<file path="src/rtl/ps2_paddle_key_ctrl_if.sv">
// Scan-byte bus from the PS/2 receiver into the Pong key controller.
interface ps2_paddle_key_ctrl_if;
    logic       key_strobe;
    logic [7:0] key_data;

    modport master (output key_strobe, output key_data);
    modport slave  (input  key_strobe, input  key_data);
endinterface

</file>
<file path="src/rtl/ps2_paddle_key_ctrl.sv">
// Decodes PS/2 make/break/extended scan sequences into Pong paddle, pause and restart controls.
//  state     | meaning
//  S_IDLE    | no prefix pending, next byte is a plain make code
//  S_EXT     | E0 seen, next code is an extended make
//  S_BRK     | F0 seen, next code is a plain break
//  S_EXT_BRK | E0 F0 seen, next code is an extended break
module ps2_paddle_key_ctrl #(
    parameter int PREFIX_TIMEOUT = 500000,
    parameter int TO_W           = 19
) (
    input  logic                        inclock,
    input  logic                        resetn,
    ps2_paddle_key_ctrl_if.slave        key_bus,
    output logic                        p1_up,
    output logic                        p1_down,
    output logic                        p2_up,
    output logic                        p2_down,
    output logic                        paused,
    output logic                        restart,
    output logic                        proto_err,
    output logic [1:0]                  seq_state
);

    typedef enum logic [1:0] {
        S_IDLE    = 2'd0,
        S_EXT     = 2'd1,
        S_BRK     = 2'd2,
        S_EXT_BRK = 2'd3
    } state_t;

    localparam logic [7:0] C_E0 = 8'hE0, C_F0 = 8'hF0;
    localparam logic [7:0] C_W = 8'h1D, C_S = 8'h1B, C_SP = 8'h29, C_ESC = 8'h76;
    localparam logic [7:0] C_UP = 8'h75, C_DN = 8'h72;
    localparam logic [TO_W-1:0] CNT_LAST = TO_W'(PREFIX_TIMEOUT - 1);

    state_t          state_q, state_d;
    logic [TO_W-1:0] cnt_q, cnt_d;
    logic            w_h, s_h, sp_h, esc_h, up_h, dn_h;
    logic            w_d, s_d, sp_d, esc_d, up_d, dn_d;
    logic            paused_d, restart_d, perr_d;
    logic [7:0]      code;

    assign code      = key_bus.key_data;
    assign seq_state = state_q;

    always_ff @(posedge inclock or negedge resetn) begin
        if (!resetn) begin
            state_q   <= S_IDLE;
            cnt_q     <= '0;
            w_h       <= 1'b0;
            s_h       <= 1'b0;
            sp_h      <= 1'b0;
            esc_h     <= 1'b0;
            up_h      <= 1'b0;
            dn_h      <= 1'b0;
            paused    <= 1'b0;
            restart   <= 1'b0;
            proto_err <= 1'b0;
            p1_up     <= 1'b0;
            p1_down   <= 1'b0;
            p2_up     <= 1'b0;
            p2_down   <= 1'b0;
        end else begin
            state_q   <= state_d;
            cnt_q     <= cnt_d;
            w_h       <= w_d;
            s_h       <= s_d;
            sp_h      <= sp_d;
            esc_h     <= esc_d;
            up_h      <= up_d;
            dn_h      <= dn_d;
            paused    <= paused_d;
            restart   <= restart_d;
            proto_err <= perr_d;
            // Paddle levels come from the next-flag values so a byte shows up one cycle later.
            p1_up     <= w_d & ~s_d;
            p1_down   <= s_d & ~w_d;
            p2_up     <= up_d & ~dn_d;
            p2_down   <= dn_d & ~up_d;
        end
    end

    always_comb begin
        state_d   = state_q;
        cnt_d     = cnt_q;
        w_d       = w_h;
        s_d       = s_h;
        sp_d      = sp_h;
        esc_d     = esc_h;
        up_d      = up_h;
        dn_d      = dn_h;
        paused_d  = paused;
        restart_d = 1'b0;
        perr_d    = 1'b0;

        if (key_bus.key_strobe) begin
            cnt_d = '0;
            unique case (state_q)
                S_IDLE: begin
                    if (code == C_E0)      state_d = S_EXT;
                    else if (code == C_F0) state_d = S_BRK;
                    else if (code == C_W)  w_d = 1'b1;
                    else if (code == C_S)  s_d = 1'b1;
                    else if (code == C_SP) begin
                        if (!sp_h) paused_d = ~paused;
                        sp_d = 1'b1;
                    end else if (code == C_ESC) begin
                        if (!esc_h) restart_d = 1'b1;
                        esc_d = 1'b1;
                    end
                end
                S_EXT: begin
                    state_d = S_IDLE;
                    if (code == C_F0)      state_d = S_EXT_BRK;
                    else if (code == C_E0) state_d = S_EXT;
                    else if (code == C_UP) up_d = 1'b1;
                    else if (code == C_DN) dn_d = 1'b1;
                end
                S_BRK: begin
                    state_d = S_IDLE;
                    if (code == C_E0)       state_d = S_EXT_BRK;
                    else if (code == C_F0)  state_d = S_BRK;
                    else if (code == C_W)   w_d = 1'b0;
                    else if (code == C_S)   s_d = 1'b0;
                    else if (code == C_SP)  sp_d = 1'b0;
                    else if (code == C_ESC) esc_d = 1'b0;
                end
                S_EXT_BRK: begin
                    state_d = S_IDLE;
                    if (code == C_E0 || code == C_F0) state_d = S_EXT_BRK;
                    else if (code == C_UP)            up_d = 1'b0;
                    else if (code == C_DN)            dn_d = 1'b0;
                end
                default: state_d = S_IDLE;
            endcase
        end else if (state_q != S_IDLE) begin
            // An abandoned prefix is dropped; held keys are kept as they were.
            if (cnt_q == CNT_LAST) begin
                state_d = S_IDLE;
                perr_d  = 1'b1;
                cnt_d   = '0;
            end else begin
                cnt_d = cnt_q + TO_W'(1);
            end
        end else begin
            cnt_d = '0;
        end
    end

endmodule

</file>
<file path="src/flat_wrapper.sv">
// flat-port wrapper written by rule: the top's interface ports become plain ports
module ps2_paddle_key_ctrl_flat 
#(
    parameter int PREFIX_TIMEOUT = 500000,
    parameter int TO_W           = 19
)
  (inclock, resetn, p1_up, p1_down, p2_up, p2_down, paused, restart, proto_err, seq_state, key_bus_key_strobe, key_bus_key_data);
  ps2_paddle_key_ctrl_if key_bus_i ();
  input  logic inclock;
  input  logic resetn;
  output logic p1_up;
  output logic p1_down;
  output logic p2_up;
  output logic p2_down;
  output logic paused;
  output logic restart;
  output logic proto_err;
  output logic [1:0] seq_state;
  input wire logic [$bits(key_bus_i.key_strobe)-1:0] key_bus_key_strobe;
  input wire logic [$bits(key_bus_i.key_data)-1:0] key_bus_key_data;
  assign key_bus_i.key_strobe = key_bus_key_strobe;
  assign key_bus_i.key_data = key_bus_key_data;
  ps2_paddle_key_ctrl #(.PREFIX_TIMEOUT(PREFIX_TIMEOUT), .TO_W(TO_W)) u_core (.inclock(inclock), .resetn(resetn), .key_bus(key_bus_i), .p1_up(p1_up), .p1_down(p1_down), .p2_up(p2_up), .p2_down(p2_down), .paused(paused), .restart(restart), .proto_err(proto_err), .seq_state(seq_state));
endmodule
</file>
<file path="config.mk">
export PLATFORM = sky130hd
export DESIGN_NAME = ps2_paddle_key_ctrl_flat
export DESIGN_NICKNAME = d
export VERILOG_FILES = /design/src/rtl/ps2_paddle_key_ctrl_if.sv /design/src/rtl/ps2_paddle_key_ctrl.sv /design/src/flat_wrapper.sv
export SDC_FILE = /design/constraint.sdc
export NUM_CORES = 1
export LEC_CHECK = 0
export ABC_AREA = 1
export CORE_AREA = 5 5 84 66
export CTS_CLUSTER_DIAMETER = 80
export DETAILED_ROUTE_END_ITERATION = 12
export DIE_AREA = 0 0 89 71
export PLACE_DENSITY_LB_ADDON = 0.25
export SKIP_LAST_GASP = 1
export SYNTH_ARGS = -nofsm -noshare
export SYNTH_HDL_FRONTEND = slang
export SYNTH_SLANG_ARGS = --single-unit
</file>
<file path="constraint.sdc">
create_clock -name inclock -period 2.24 [get_ports inclock]
set_input_delay 0.224 -clock inclock [delete_from_list [all_inputs] [get_ports inclock]]
set_output_delay 0.224 -clock inclock [all_outputs]
set_load 0.05 [all_outputs]
</file>
Word-level counts from Yosys, hierarchy flattened
Cells that the tools add are included.
Widths: inputs -> output; s select.
- input bits: 11
- word-level logic and storage cells: 151
- register bits after elaboration: 34
- muxes and demuxes: 84
- bitwise gates (word level): 14
- add/subtract/negate cells: 1
- reduce and logical (&&, ||, !) cells: 10
- eq/ne operators: 27
- operators by type and width (operator ; count):
    $mux 1 ; 65
    $mux 19 ; 3
    $eq 8x7->1 const B ; 3
    $ne 2x2->1 const B ; 10
    $add 19x1->19 const B ; 1
    $eq 19x19->1 const B ; 1
    $mux 2 ; 9
    $eq 8x5->1 const B ; 2
    $eq 8x8->1 const B ; 2
    $reduce_and 14->1 ; 1
    $pmux 1 s2 ; 6
    $reduce_and 12->1 ; 1
    $not 1->1 ; 10
    $eq 8x6->1 const B ; 1
    $ne 2x1->1 const B ; 4
    $pmux 2 s4 ; 1
    $reduce_and 8->1 ; 1
    $reduce_bool 2->1 ; 4
    $and 1x1->1 ; 4
    $eq 2x2->1 const B ; 2
    $ne 4x2->1 const B ; 1
    $reduce_and 3->1 ; 1
    $eq 2x1->1 const B ; 1
    $logic_not 2->1 ; 1
    $logic_or 1x1->1 ; 1

Logic depth before layout (Yosys ltp)
- depth after elaboration: 9
- depth in mapped cells: 9
- mapped depth without buffers: 9

Worst setup path before layout
Ideal clock, no wire load.
- path kind: register to register
- start point: register u_core.state_q[1], in the netlist u_core.seq_state[1]
- end point: register u_core.cnt_q[4]
- setup slack: 0.754 ns
- data required time: 2.168 ns
- arrival time: 1.414 ns
- buffers on the path: 0
- stages on the path, launching flop included: 7
- cell sequence: dfrtp_1 -> nor2_2 -> nor2_1 -> inv_1 -> a21oi_2 -> o21ai_0 -> nor2_1
- word-level cells in the longest chain between the ends: 3
- RTL lines (what ; RTL line ; source):
    from (decl) ; ps2_paddle_key_ctrl.sv:36 ; state_t state_q, state_d;
    from (signal assigned) ; ps2_paddle_key_ctrl.sv:64 ; state_q <= state_d;
    $reduce_bool 2->1 ; ps2_paddle_key_ctrl.sv:136 ; end else if (state_q != S_IDLE) begin
    $mux 19 ; ps2_paddle_key_ctrl.sv:136 ;
    $mux 19 ; ps2_paddle_key_ctrl.sv:96 ; if (key_bus.key_strobe) begin
    via u_core.cnt_d[4] ; ps2_paddle_key_ctrl.sv:37 ; logic [TO_W-1:0] cnt_q, cnt_d;
    to (signal assigned) ; ps2_paddle_key_ctrl.sv:65 ; cnt_q <= cnt_d;
    to (decl) ; ps2_paddle_key_ctrl.sv:37 ;
The timed path passes the listed nets, and every way through them passes these cells.
A chain may end at the register's enable or synchronous reset.

Worst setup path in the final report
- start point: register u_core.state_q[1], in the netlist u_core.seq_state[1]
- end point: output port seq_state[1]
- RTL lines (what ; RTL line ; source):
    to (decl) ; flat_wrapper.sv:18 ; output logic [1:0] seq_state;
No word-level cell between the ends.

==> metrics.md <==
| Metric | Value |
|---|---|
| Worst Path Max Fanout | 8 |
| Slew margin rel. | 0.664 |
| Pwr dens | 640 nW/um^2 |
| Wire length per cell | 11.3 um |
| CTS tree | done |
| CP delay by family, top | buffers and inverters |
| Final core occ | 0.503 |
| Power share of the combinational group | 0.237 |
| Final slew viol count | 0 |
| Placer Congestion | 0.905 |
| Final Skew | 0.00225 ns |
| TNS Setup | 0 ns |
| Clock Tree Buf Depth | 2 |
| Synth Area in Compound Gates | 0.0280 |
| Final setup viols | 0 |
| Clk sinks | 34 |
| Num CTS Buffers | 5 |
| # DRC | 0 |
| Max-cap violations | 0 |
| Worst-Margin Slew | 0.503 ns |
| Area of the multi-input gates | 980 sq um |
| CP peak stage delay | 0.87 ns |
| Maximum VDD drop | 0.433 mV |
| Final ANT Viol Nets | 0 |
| Fill count | 462 |
| Largest net degree at the start of global routing | 35 |
| Status | completed |
| Post-synthesis sequential area ratio | 0.423 |
| Core area | 4710 sq um |
| CTS-repair resized insts | 0 |
| CP Capture Type | output pin |
| Floorplan die width | 89 um |
| Share of layout cells above drive strength 1 | 0.0665 |
| Mean Syn Cell Area | 6.96 sq um |
| Clock Latency Late Sink | 0.28 ns |
| Switching pwr | 0.497 mW |
| Placed standard-cell area | 2280 sq um |
| Highest clock rate | 527 MHz |
| Grt ovf | 0 |
| Slowest cell on crit path | clkdlybuf4s50_1 |
| Clock Tree Root | clkbuf_8 |
| Startpoint types | register |
| CP bufs+invs | 1 |
| Leak pwr | 1.18 nW |
| RSZ-0062 raised after global routing | false |
| Clk pwr share | 0.305 |
| DR vias | 1,778 |
| Setup WS post-layout | 0.344 ns |
| Pre-CTS setup slack | 0.530 ns |
| Async set or reset register ratio after synthesis | 1.00 |
| Crit-path cells | clkdlybuf4s50_1 |
| H-tree lvl count | 2 |
| Vias in the first global route | 1,676 |
| Area grow syn2layout | 17.7% |
| GRT Total Usage | 0.157 |
| Post-layout nets | 327 |
| Yosys reg bits | 34 |
| Port bufs | 19 |
| Post-Syn Area | 2010 sq um |
| Total Wirelength | 4260 um |
| Post-Synth Adder-Cell Area | 0.00622 |
| Most common cell after layout, fill and taps aside | nand2_1 |
| Post-synth EDFFs | 0 |
| Netlist cell types | 25 |
| Hold buffer count at cts | 0 |
| Cell Rows | 22 |
| Initial core utilization | 0.427 |
| Worst min-delay path category | in2async |
| Post-CTS Setup Bufs | 0 |
| Int Power | 1.02 mW |
| Largest register FFs | 19 |
| Starting DRT DRC Count | 92 |
| Post-Synth XOR/XNOR Area | 0.0305 |
| Reg power frac | 0.458 |
| Design Power | 1.51 mW |
| Main combinational cell family by area after synthesis | simple AND/OR/NAND/NOR gates |
| R2R Setup Slk | 0.56 ns |
| Placed wire-length estimate | 3310 um |
| Vias/cell | 4.73 |
| R2R cell count | 8 |
| Post-synth top flop | dfrtp_1 |
| CP Class | reg2out |
| Mapped Nets | 301 |
| Post-synthesis cell count | 289 |
| Commonest cells after routing, fill and taps aside | nand2_1 (80), nor2_1 (61), inv_1 (46) |
| IO Pins | 20 |
| Initial antenna violation count | 0 |
| Clock Pin Slew Worst Setup and Hold Paths | 0.07 ns |
| Final hold vios | 0 |
| Final std cell area, no fill | 2370 sq um |
| CP Data Arrival Time | 1.67 ns |
| RR Endpoint | u_core.cnt_q[4] |
| Worst reg2reg startpoint | u_core.cnt_q[0] |
| CP Data Required Time | 2.02 ns |
| Yosys warnings | 0 |
| Biggest register | u_core.cnt_q |
| Post-Synth Simple-Gate Area | 0.423 |
| DRT Pass-1 Iters | 4 |
| Sw frac | 0.328 |
| DIE AREA | 6320 sq um |
| Sequential cell area | 851 sq um |
| Die height | 71 um |
| # diodes | 0 |
| Mux cell area share after synthesis | 0 |
| Tmin final | 1.90 ns |
| First-pass GRT wire length | 7730 um |
| Fin crit share | 0.847 |
## worst max-delay path by stage
| stage | startpoint | to | slack (ns) | depth (start not counted) |
|---|---|---|---|---|
| 3_5_place_dp | key_bus_key_strobe | u_core.p1_up | 0.53 | 7 |
| 6_report | u_core.seq_state[1] | seq_state[1] | 0.34 | 1 |
| 5_1_grt | u_core.seq_state[1] | seq_state[1] | 0.28 | 1 |
| 3_3_place_gp | key_bus_key_strobe | u_core.p1_up | 0.55 | 7 |
| 4_1_cts | u_core.seq_state[1] | seq_state[1] | 0.33 | 1 |
| 2_1_floorplan | u_core.seq_state[1] | u_core.cnt_q[4] | 0.75 | 6 |
## per-layer routing
layer	track usage	share of wire
met5	0	0
met4	0.0496	0
met3	0.0419	0.070
met2	0.199	0.39
met1	0.253	0.54
## power by group through the flow
stage                     Sequential (mW)  Clock, mW  Combinational (mW)
after floorplan                     0.744          0               0.200
after global placement              0.706          0               0.360
after detailed placement            0.706          0               0.359
after CTS                           0.694      0.481               0.362
after global routing                0.703      0.516               0.406
final                               0.694      0.461               0.359
## cells in the mapped netlist, drive strengths merged (2+ instances only)
cell type | number | area share
nand2 | 82 | 0.16
dfrtp | 34 | 0.42
nand4 | 9 | 0.028
nor2 | 69 | 0.15
a21oi | 4 | 0.012
xnor2 | 2 | 0.0087
inv | 46 | 0.086
xor2 | 5 | 0.022
nor3 | 6 | 0.017
nand3 | 22 | 0.061
o21ai | 5 | 0.012
## final cells by class
cell class | count | share of cell area
multi-input combinational | 208 | 0.414
sequential | 34 | 0.359
timing repair buffer | 20 | 0.0835
inverter | 46 | 0.0729
clock buffer | 7 | 0.0365
tap | 60 | 0.0317
clock inverter | 1 | 0.00211
## through the flow
step                std cells  hold WS [ns]
floorplan                 289       -0.0716
global placement          368         0.445
detailed placement        368         0.463
CTS                       376         0.349
global route              376         0.373
finish                    376         0.342
## cell families after synthesis
family | count (synthesis)
simple gates | 190
fa+ha+maj | 1
flops | 34
buf+inv | 47
xor+xnor | 7
compound gates | 10
(Power assumes the default switching activity.)
